### src/rtl/image_sdram_writer.sv
// ---------------------------------------------------------------------------
// image_sdram_writer
//   Takes the ROM loader's byte-wide write bus while the image region
//   downloads. Pairs even/odd bytes into 16-bit words with byte enables,
//   queues the words in a small FIFO and drains them to the SDRAM write port
//   over a req/ack handshake.
//
// Ports
//   clk, reset_n        clock, asynchronous active-low reset
//   image_download      high while the image region streams
//   wr_8bit             single-cycle byte strobe (ignored unless image_download)
//   addr_8bit[25:0]     byte address relative to image start
//   data_8bit[7:0]      byte data
//   sdram_wr            write request, held until sdram_ack
//   sdram_addr[24:0]    word address = IMAGE_BASE + addr_8bit[25:1]
//   sdram_data[15:0]    {odd byte, even byte}
//   sdram_be[1:0]       bit0 = even byte, bit1 = odd byte
//   sdram_ack           single-cycle acceptance of the current request
//   busy                work outstanding anywhere in the block
//   overflow            sticky: a word was dropped on a full FIFO
// ---------------------------------------------------------------------------
module image_sdram_writer #(
    parameter logic [24:0] IMAGE_BASE = 25'h0,
    parameter int          FIFO_DEPTH = 8
) (
    input  logic        clk,
    input  logic        reset_n,
    input  logic        image_download,
    input  logic        wr_8bit,
    input  logic [25:0] addr_8bit,
    input  logic [7:0]  data_8bit,
    output logic        sdram_wr,
    output logic [24:0] sdram_addr,
    output logic [15:0] sdram_data,
    output logic [1:0]  sdram_be,
    input  logic        sdram_ack,
    output logic        busy,
    output logic        overflow
);

    localparam int AW = (FIFO_DEPTH > 1) ? $clog2(FIFO_DEPTH) : 1;
    localparam int CW = AW + 1;
    localparam logic [CW-1:0] FULL_CNT = CW'(FIFO_DEPTH);

    typedef struct packed {
        logic [24:0] addr;
        logic [15:0] data;
        logic [1:0]  be;
    } word_t;

    typedef enum logic {S_IDLE, S_REQ} state_t;

    // Packer / staging state
    logic    r_dl_q;
    logic    r_pend_vld;
    word_t   r_pend;
    logic    r_head_vld;
    word_t   r_head;
    logic    r_skid_vld;
    word_t   r_skid;

    // FIFO state
    word_t          r_mem [FIFO_DEPTH];
    logic [AW-1:0]  r_wr_ptr;
    logic [AW-1:0]  r_rd_ptr;
    logic [CW-1:0]  r_count;

    state_t r_state;

    logic        w_cap;
    logic [24:0] w_waddr;
    logic        w_same;
    logic        w_n0_vld, w_n1_vld;
    word_t       w_n0, w_n1, w_odd;
    logic        w_pend_vld_nxt;
    word_t       w_pend_nxt;
    logic        w_head_vld_nxt, w_skid_vld_nxt;
    word_t       w_head_nxt, w_skid_nxt;
    logic        w_full, w_empty, w_wr_ok, w_pop;

    // Packer: decide which words (at most two, in order) leave this cycle
    always_comb begin
        w_cap          = wr_8bit & image_download;
        w_waddr        = IMAGE_BASE + addr_8bit[25:1];
        w_same         = r_pend_vld && (r_pend.addr == w_waddr);
        w_odd          = '{addr: w_waddr, data: {data_8bit, 8'h00}, be: 2'b10};
        w_n0_vld       = 1'b0;
        w_n0           = r_pend;
        w_n1_vld       = 1'b0;
        w_n1           = w_odd;
        w_pend_vld_nxt = r_pend_vld;
        w_pend_nxt     = r_pend;
        if (w_cap) begin
            if (!addr_8bit[0]) begin
                // A different pending word is flushed before the new even byte loads.
                w_n0_vld       = r_pend_vld && !w_same;
                w_pend_vld_nxt = 1'b1;
                w_pend_nxt     = '{addr: w_waddr, data: {8'h00, data_8bit}, be: 2'b01};
            end else begin
                w_pend_vld_nxt = 1'b0;
                if (w_same) begin
                    w_n0_vld = 1'b1;
                    w_n0     = '{addr: w_waddr, data: {data_8bit, r_pend.data[7:0]}, be: 2'b11};
                end else if (r_pend_vld) begin
                    w_n0_vld = 1'b1;
                    w_n1_vld = 1'b1;
                end else begin
                    w_n0_vld = 1'b1;
                    w_n0     = w_odd;
                end
            end
        end else if (r_dl_q && !image_download && r_pend_vld) begin
            // Download ended with a half-filled word.
            w_n0_vld       = 1'b1;
            w_pend_vld_nxt = 1'b0;
        end

        // Head is consumed every cycle, so the skid advances first and new
        // words queue behind it. A 2-word burst only follows a pending load,
        // which never pushes, so two slots always suffice.
        w_head_vld_nxt = 1'b0;
        w_head_nxt     = r_head;
        w_skid_vld_nxt = 1'b0;
        w_skid_nxt     = r_skid;
        if (r_skid_vld) begin
            w_head_vld_nxt = 1'b1;
            w_head_nxt     = r_skid;
            w_skid_vld_nxt = w_n0_vld;
            w_skid_nxt     = w_n0;
        end else if (w_n0_vld) begin
            w_head_vld_nxt = 1'b1;
            w_head_nxt     = w_n0;
            w_skid_vld_nxt = w_n1_vld;
            w_skid_nxt     = w_n1;
        end
    end

    always_ff @(posedge clk or negedge reset_n) begin
        if (!reset_n) begin
            r_dl_q     <= 1'b0;
            r_pend_vld <= 1'b0;
            r_head_vld <= 1'b0;
            r_skid_vld <= 1'b0;
        end else begin
            r_dl_q     <= image_download;
            r_pend_vld <= w_pend_vld_nxt;
            r_head_vld <= w_head_vld_nxt;
            r_skid_vld <= w_skid_vld_nxt;
        end
    end

    always_ff @(posedge clk) begin
        r_pend <= w_pend_nxt;
        r_head <= w_head_nxt;
        r_skid <= w_skid_nxt;
    end

    // FIFO: a push on a full cycle is dropped even if a pop happens too.
    assign w_full  = (r_count == FULL_CNT);
    assign w_empty = (r_count == '0);
    assign w_wr_ok = r_head_vld && !w_full;
    assign w_pop   = (r_state == S_IDLE) && !w_empty;

    always_ff @(posedge clk or negedge reset_n) begin
        if (!reset_n) begin
            r_wr_ptr <= '0;
            r_rd_ptr <= '0;
            r_count  <= '0;
            overflow <= 1'b0;
        end else begin
            if (w_wr_ok) r_wr_ptr <= r_wr_ptr + AW'(1);
            if (w_pop)   r_rd_ptr <= r_rd_ptr + AW'(1);
            if (w_wr_ok && !w_pop)      r_count <= r_count + CW'(1);
            else if (!w_wr_ok && w_pop) r_count <= r_count - CW'(1);
            if (r_head_vld && w_full) overflow <= 1'b1;
        end
    end

    always_ff @(posedge clk) begin
        if (w_wr_ok) r_mem[r_wr_ptr] <= r_head;
    end

    // Drain FSM: returning to IDLE after every ack gives the required idle gap.
    always_ff @(posedge clk or negedge reset_n) begin
        if (!reset_n) begin
            r_state    <= S_IDLE;
            sdram_wr   <= 1'b0;
            sdram_addr <= '0;
            sdram_data <= '0;
            sdram_be   <= '0;
        end else begin
            case (r_state)
                S_IDLE: begin
                    if (!w_empty) begin
                        sdram_addr <= r_mem[r_rd_ptr].addr;
                        sdram_data <= r_mem[r_rd_ptr].data;
                        sdram_be   <= r_mem[r_rd_ptr].be;
                        sdram_wr   <= 1'b1;
                        r_state    <= S_REQ;
                    end
                end
                S_REQ: begin
                    if (sdram_ack) begin
                        sdram_wr <= 1'b0;
                        r_state  <= S_IDLE;
                    end
                end
                default: r_state <= S_IDLE;
            endcase
        end
    end

    assign busy = r_pend_vld | r_head_vld | r_skid_vld | !w_empty | sdram_wr;

endmodule
### config.mk
export PLATFORM = sky130hd
export DESIGN_NAME = image_sdram_writer
export DESIGN_NICKNAME = d
export VERILOG_FILES = /design/src/rtl/image_sdram_writer.sv
export SDC_FILE = /design/constraint.sdc
export NUM_CORES = 1
export LEC_CHECK = 0
export ABC_AREA = 1
export CAP_MARGIN = 20
export CORE_MARGIN = 2
export CORE_UTILIZATION = 65
export DETAILED_ROUTE_END_ITERATION = 7
export PLACE_DENSITY = 0.88
export SLEW_MARGIN = 25
export SYNTH_ARGS = -nofsm -noshare
export SYNTH_HDL_FRONTEND = slang
export SYNTH_SLANG_ARGS = --single-unit
### constraint.sdc
create_clock -name clk -period 9.7 [get_ports clk]
set_input_delay 1.455 -clock clk [delete_from_list [all_inputs] [get_ports clk]]
set_output_delay 1.455 -clock clk [all_outputs]
set_load 0.05 [all_outputs]
# After elaboration in Yosys (flattened, before gate mapping)
# Memories as Yosys holds them, arrays and structs flattened. A register that Yosys moved wholly into a read port is not among the register bits.
# Index checks and enable logic that the tools add are counted.
# W data, S select, Z words.
[classes]
add_sub_neg = 4
multipliers = 0
n_div = 0
order_cmp = 0
n_eq_ne = 4
shifts = 0
mux = 32
bitwise = 8
n_reduce_logical = 23
[op_table]
columns = ["operator", "n"]
rows = [
  ["$mux W43", 8],
  ["$eq A25 B25 Y1", 1],
  ["$mux W1", 20],
  ["$logic_and A1 B1 Y1", 9],
  ["$mux W4", 2],
  ["$logic_not A1 Y1", 7],
  ["$add A3 B1 Y3 const B", 2],
  ["$reduce_and A2 Y1", 3],
  ["$reduce_bool A2 Y1", 3],
  ["$add A4 B1 Y4 const B", 1],
  ["$eq A4 B4 Y1 const B", 1],
  ["$logic_not A4 Y1", 1],
  ["$ne A2 B2 Y1 const B", 2],
  ["$or A1 B1 Y1", 4],
  ["$pmux W1 S2", 2],
  ["$sub A4 B1 Y4 const B", 1],
  ["$not A1 Y1", 3],
  ["$and A1 B1 Y1", 1],
]
[word_totals]
ff_bits = 136
latch_bits = 0
ramBits = 344
mem_bits_ro = 0
mem_count = 1
[mem_list]
columns = ["memory", "depth", "word_bits", "read_ports", "rd_clocked_by_memory_dff", "write_ports", "line", "text"]
rows = [
  ["r_mem", 8, 43, 1, 1, 1, "63", "word_t r_mem [FIFO_DEPTH];"],
]

# Depth between registers and ports, before layout
# Gate-level depths: netlist of run 1.
[logic_depth]
word_depth = 8
depth_mapped = 15

# Least setup slack after synthesis of run 1
# OpenSTA, ideal clock, no wires.
[synth_path]
path_kind = "input to register"
start = "input port addr_8bit[13]"
end = "register r_head[0] (netlist bit), enable pin"
arrival_time_ns = 3.967
path_slack_ns = 4.674
path_stages = 9
path_cell_list = "inv_1 > nand2_1 > nand2_1 > nor2_1 > nand3_1 > nor2_1 > nand3_1 > nand3_1 > nand3_1"
[synth_between]
elab_chain_cells = 7
[synth_rtl]
columns = ["item", "line", "text"]
rows = [
  ["start, declared", "30", "input logic [25:0] addr_8bit,"],
  ["$eq A25 B25 Y1", "85", "w_same = r_pend_vld && (r_pend.addr == w_waddr);"],
  ["$logic_and A1 B1 Y1", "85", ""],
  ["$logic_not A1 Y1", "96", "w_n0_vld = r_pend_vld && !w_same;"],
  ["$logic_and A1 B1 Y1", "96", ""],
  ["$mux W1", "94", "if (!addr_8bit[0]) begin"],
  ["$mux W1", "93", "if (w_cap) begin"],
  ["$reduce_bool A2 Y1 (no source line)", "n/a", ""],
  ["end signal, assigned", "154", "r_head <= w_head_nxt;"],
  ["end, declared", "58", "word_t r_head;"],
]
# No other way between the ends.
# A chain may end at the register's enable or synchronous reset.

# Worst setup path in the final report of run 1
[layout_path]
start = "register r_count[0]"
end = "output port busy"
[layout_between]
elab_chain_cells = 4
[layout_rtl]
columns = ["item", "line", "text"]
rows = [
  ["start, declared", "66", "logic [CW-1:0] r_count;"],
  ["start signal, assigned", "173", "if (w_wr_ok && !w_pop) r_count <= r_count + CW'(1);"],
  ["start signal, assigned", "174", "else if (!w_wr_ok && w_pop) r_count <= r_count - CW'(1);"],
  ["$logic_not A4 Y1", "160", "assign w_empty = (r_count == '0);"],
  ["$logic_not A1 Y1", "213", "assign busy = r_pend_vld | r_head_vld | r_skid_vld | !w_empty | sdram_wr;"],
  ["$or A1 B1 Y1 (2 in series)", "213", ""],
  ["end, declared", "37", "output logic busy,"],
]
# No other way between the ends.

==> impl_metrics.json, run 1 <==
{
  "cts.sinks": 523,
  "ios": 85,
  "antenna_cells": 0,
  "ys_seq_area_share_pct": 71.0,
  "drc_errors": 0,
  "final_common_cell": "edfxtp_1",
  "die_w_um": 187,
  "cts_tree": "yes",
  "vias_per_cell": 6.06,
  "drtIter0Drc": 1520,
  "layout_common_cells": "463 x edfxtp_1, 339 x nand2_1, 162 x o21ai_0, 150 x inv_1, 87 x mux2i_1",
  "portBuffers": 84,
  "wl_per_cell_um": 20.9,
  "p_leak_uw": 0.00916,
  "status": "finished clean",
  "grt_max_degree": 215,
  "cts_hold_buf": 0,
  "reg2reg_from": "r_count[0]",
  "vdd_drop_max_uv": 194,
  "n_fill_cell": 1911,
  "drt_first_pass_iters": 5,
  "grt_setup_unrepaired": "false",
  "fin_setup_tns_ps": 0,
  "startpoint": "r_count[0]",
  "hold_path_class": "flip-flop to flip-flop",
  "max_freq_ghz": 0.265,
  "antenna_left": 0,
  "setup_viol": 0,
  "grt-ovfl-total": 0,
  "netlist.area_leader.share_pct": 64.1,
  "cts_max_path_buffers": 3,
  "tightest_slew_ps": 983,
  "endpoint_kind": "primary output",
  "skew_ps": 15.3,
  "dieArea_um2": 34900,
  "antenna_found_initial": 0,
  "synth_fp_nets": 1769,
  "start_util_pct": 66.3,
  "syn_area_per_cell_um2": 12.6,
  "hold_depth": 2,
  "rrSetupSlack_ps": 6090,
  "path_class": "flip-flop to primary output",
  "clk_pin_slew_ps": 60,
  "seq_area_um2": 15400,
  "yosysUniqueCellTypes": 36,
  "cts_resized": 0,
  "nets": 1829,
  "yosys_warnings": 0,
  "die_y_um": 187,
  "synth_cells": 1724,
  "cap_violations": 0,
  "synth_area_um2": 21700,
  "finalPower_uw": 7040,
  "arrival_ps": 2320,
  "area_growth_pct": 13.1,
  "rows": 66,
  "cts_setup_buffers": 0,
  "hold_violations": 0,
  "grt_pass1_wl_um": 73900,
  "slew_viol_final": 0,
  "start_kind": "flip-flop",
  "vias": 13740,
  "max_slew_margin_pct": 34.4,
  "grt_usage_pct": 27.1,
  "crit_required_ps": 8250,
  "min_period_over_period_pct": 38.9,
  "clk_latency_ps": 550,
  "r2r-end": "r_count[3]",
  "grt_pass1_vias": 13751,
  "fin_crit_ps": 3780,
  "place.gp.congestion": 0.834,
  "dp_hpwl_um": 25200,
  "fp.coreArea_um2": 32700,
  "multi_input_area_um2": 5270,
  "power_density_nw_per_um2": 287,
  "synth_largest_area_cell": "edfxtp_1",
  "wirelength_um": 47400,
  "whs_endpoint": "sdram_addr[9]",
  "crit_fanout": 4,
  "cts_root_buf": "clkbuf_16",
  "synth_seq_cells": 523,
  "min_from": "sdram_addr[9]",
  "final_layout_size_suffix_gt1_share_pct": 9.04,
  "cts.htree.levels": 2,
  "yosys-top-cells-area": "edfxtp_1 64%, dfrtp_1 6.9%, nand2_1 5.9%, mux2i_1 4.0%, o21ai_0 3.7%",
  "numCtsBuffers": 49,
  "r2r_cells": 15
}
-- worst max-delay path, stage by stage (launching register included) --
cell	delay [ps]
dfrtp_1	460
nor2_2	200
nand3_1	120
inv_1	130
nand4_1	120
clkdlybuf4s50_1	730
-- worst max-delay path by stage --
stage / depth (start not counted) / to / slack, ps
3_5_place_dp: 9 / r_head[25] / 5330
2_1_floorplan: 9 / r_head[0] / 4670
3_3_place_gp: 9 / r_head[26] / 5470
6_report: 5 / busy / 5920
5_1_grt: 15 / r_count[3] / 5800
4_1_cts: 9 / r_head[24] / 5890
-- kinds of logic after synthesis --
kind of cell | after synthesis | share of synthesized area, %
flops | 523 | 71.0
xor+xnor | 16 | 0.646
buf+inv | 255 | 5.05
fa+ha+maj | 6 | 0.381
compound gates | 399 | 10.7
simple gates | 429 | 7.77
mux | 96 | 4.48
-- metrics by stage --
stage	hold slack, ps	instances	cell area (µm²)	setup WS (ps)	util (%)
after floorplan	442	1724	21700	4670	-
final	477	2267	24500	5920	75.0
after CTS	477	2266	24500	5890	74.9
after global placement	457	2174	22800	5470	69.8
after global routing	494	2267	24500	5800	75.0
after detailed placement	458	2174	22800	5330	69.8
-- layer usage --
layer / GRT usage [%] / vias to the layer above / part of all wire (%)
met5: 0 / - / 0
met4: 10.0 / 0 / 3.0
met3: 3.82 / 118 / 9.4
met2: 45.0 / 760 / 49
met1: 37.2 / 6651 / 39
li1: - / 6211 / -
-- power breakdown --
| group | switching [µW] | internal (µW) |
|---|---|---|
| clock | 817 | 1150 |
| sequential | 223 | 2810 |
| combinational | 1390 | 661 |
| total | 2430 | 4610 |
-- state kept, by name, summed over array words and instances, names as in the netlist --
| name | flops |
|---|---|
| overflow | 1 |
| r_count | 4 |
| r_dl_q | 1 |
| r_head | 43 |
| r_head_vld | 1 |
| r_mem | 344 |
| r_pend | 33 |
| r_pend_vld | 1 |
| r_rd_ptr | 3 |
| r_skid | 43 |
| r_skid_vld | 1 |
| r_state | 1 |
| r_wr_ptr | 3 |
| sdram_addr | 25 |
| sdram_be | 2 |
| sdram_data | 16 |
| sdram_wr | 1 |
-- cells in the mapped netlist, drive strengths merged --
master,n
a21o,1
a21oi,98
a31o,1
buf,51
clkbuf,45
clkinv,1
dfrtp,60
edfxtp,463
fa,1
ha,5
inv,158
mux2,9
mux2i,87
nand2,341
nand3,43
nand4,1
nor2,43
o211ai,68
o21ai,222
o22ai,1
o31ai,8
or2,1
xnor2,9
xor2,7
-- final cells by class --
cell class | count | share of cell area [%]
clock buffers | 66 | 5.68
clock inverters | 26 | 1.10
inverters | 159 | 2.43
multi-input cells | 946 | 21.5
flip-flops and latches | 523 | 62.8
well taps | 442 | 2.25
repair buffers | 105 | 4.20
(Power assumes the default switching activity.)
==> inputs of run 2 (changes only) <==
CORE_UTILIZATION = 61   (was 65)
PLACE_DENSITY = 0.84   (was 0.88)
clock period = 3.8 ns   (was 9.7 ns; I/O delays follow)
==> run 2 against run 1 <==
Net effect: sequential share of layout area is 0.51 points lower; clock skew shrank 2.5 ps; die area up 6.4%; register-to-register slack got worse by 4900 ps; global-route usage is 1.8 points lower; critical endpoint unchanged; cell count grew 1.3%; wire length down 2.4%; first-iteration DRC count shrank 10%; non-clock buffer count grew 8; clock-buffer cell count down 2; flip-flop and latch count is the same.
==> impl_metrics.json, run 2 (same netlist as run 1, synthesis figures left out) <==
{
  "crit_required_ps": 3230,
  "cts_setup_buffers": 0,
  "p_switching_uw": 6200,
  "swShare_pct": 33.8,
  "skew_ps": 12.8,
  "tightest_slew_ps": 979,
  "antenna_cells": 0,
  "n_fill_cell": 2158,
  "cts_max_path_buffers": 3,
  "path_class": "flip-flop to primary output",
  "numCtsBuffers": 51,
  "portBuffers": 84,
  "grt_pass1_wl_um": 71100,
  "power_frac_seq_pct": 42.1,
  "antenna_found_initial": 0,
  "place.gp.congestion": 0.786,
  "vias": 13631,
  "clkPwrFrac_pct": 29.0,
  "die_y_um": 193,
  "drt_first_pass_iters": 5,
  "crit_slowest_cell": "clkdlybuf4s50_1",
  "hold_path_class": "input port to asynchronous set/reset pin",
  "drc_errors": 0,
  "start_util_pct": 61.4,
  "endpoint_kind": "primary output",
  "cts_tree": "yes",
  "dp_hpwl_um": 25400,
  "largest_reg_flops": 344,
  "power_density_nw_per_um2": 740,
  "r2r_cells": 6,
  "grt_pass1_vias": 13249,
  "final_common_cell": "edfxtp_1",
  "die_w_um": 193,
  "antenna_left": 0,
  "dieArea_um2": 37100,
  "clk_latency_ps": 570,
  "setup_viol": 0,
  "grt_usage_pct": 25.3,
  "top_regs": "r_mem (344), r_head (43), r_skid (43)",
  "grt_max_degree": 111,
  "fp.coreArea_um2": 35300,
  "area_growth_pct": 14.0,
  "crit_fanout": 4,
  "fin_crit_ps": 2810,
  "grt_setup_unrepaired": "false",
  "nets": 1839,
  "final_layout_size_suffix_gt1_share_pct": 9.48,
  "max_slew_margin_pct": 34.6,
  "fin_setup_tns_ps": 0,
  "holdWs_ps": 19.3,
  "clk_pin_slew_ps": 60,
  "grt-ovfl-total": 0,
  "cap_violations": 0,
  "ios": 85,
  "cts.sinks": 523,
  "start_kind": "flip-flop",
  "hold_violations": 0,
  "slowest_delay_ps": 710,
  "largest-register": "r_mem",
  "status": "finished clean",
  "cts_hold_buf": 0,
  "wirelength_um": 46300,
  "reg2reg_from": "r_count[0]",
  "cts_root_buf": "clkbuf_16",
  "vdd_drop_max_uv": 495,
  "comb_power_share_pct": 28.9,
  "p_leak_uw": 0.00925,
  "min_period_over_period_pct": 73.9,
  "cts_resized": 0,
  "cts.htree.levels": 2,
  "rrSetupSlack_ps": 1190,
  "drtIter0Drc": 1361,
  "worstPathCellList": "nor2_2, nand3_1, inv_1, nand4_1, clkdlybuf4s50_1",
  "r2r-end": "r_mem[0][19]",
  "vias_per_cell": 5.93,
  "slew_viol_final": 0,
  "max_freq_ghz": 0.356,
  "rows": 69,
  "p_int_uw": 12100,
  "arrival_ps": 2240,
  "wl_per_cell_um": 20.2,
  "layout_common_cells": "463 x edfxtp_1, 339 x nand2_1, 162 x o21ai_0, 150 x inv_1, 87 x mux2i_1"
}
[run 2: layout make-up]
| type | instances | area, µm² | share of cell area, % |
|---|---|---|---|
| clock inverters | 31 | 388 | 1.57 |
| flip-flops and latches | 523 | 15400 | 62.3 |
| inverters | 159 | 597 | 2.41 |
| repair buffers | 113 | 1080 | 4.39 |
| clock buffers | 64 | 1400 | 5.65 |
| multi-input cells | 946 | 5270 | 21.3 |
| well taps | 461 | 577 | 2.33 |
[run 2: how the worst max path moves through the flow]
stage                        start  depth (start not counted)           to  slack, ps
floorplan               r_count[0]                          5  r_mem[0][0]        500
global placement    image_download                          7   r_head[26]        990
detailed placement  image_download                          7   r_head[27]        890
CTS                     r_count[0]                          5         busy        960
global route            r_count[0]                          5         busy        890
finish                  r_count[0]                          5         busy        990
[run 2: through the flow]
stage | util [%] | instances | worst slack [ps] | power (µW) | instance area (µm²)
floorplan | - | 1724 | 499 | 11500 | 21700
global placement | 65.0 | 2202 | 994 | 12800 | 22900
detailed placement | 65.0 | 2202 | 893 | 13000 | 22900
CTS | 70.0 | 2297 | 963 | 18300 | 24700
global route | 70.0 | 2297 | 886 | 19100 | 24700
finish | 70.0 | 2297 | 991 | 18300 | 24700
[run 2: power by group through the flow]
stage / Sequential [µW] / Clock, µW / Combinational [µW]
after floorplan: 8400 / 0 / 3070
after global placement: 7760 / 0 / 5030
after detailed placement: 7790 / 0 / 5170
after CTS: 7690 / 5360 / 5280
after global routing: 7770 / 5600 / 5700
final: 7700 / 5320 / 5290
[run 2: metal layers]
metal / part of all wire, % / global-route usage [%] / wire length, µm
met1: 40 / 34.6 / 18400
met2: 49 / 41.7 / 22800
met3: 7.9 / 3.22 / 3650
met4: 3.2 / 10.3 / 1470
met5: 0 / 0 / 0
[run 2: critical path, delay by kind of cell (launching register included)]
family | cells | cell delay, ps
buf+inv | 2 | 840
flops | 1 | 440
simple gates | 3 | 400
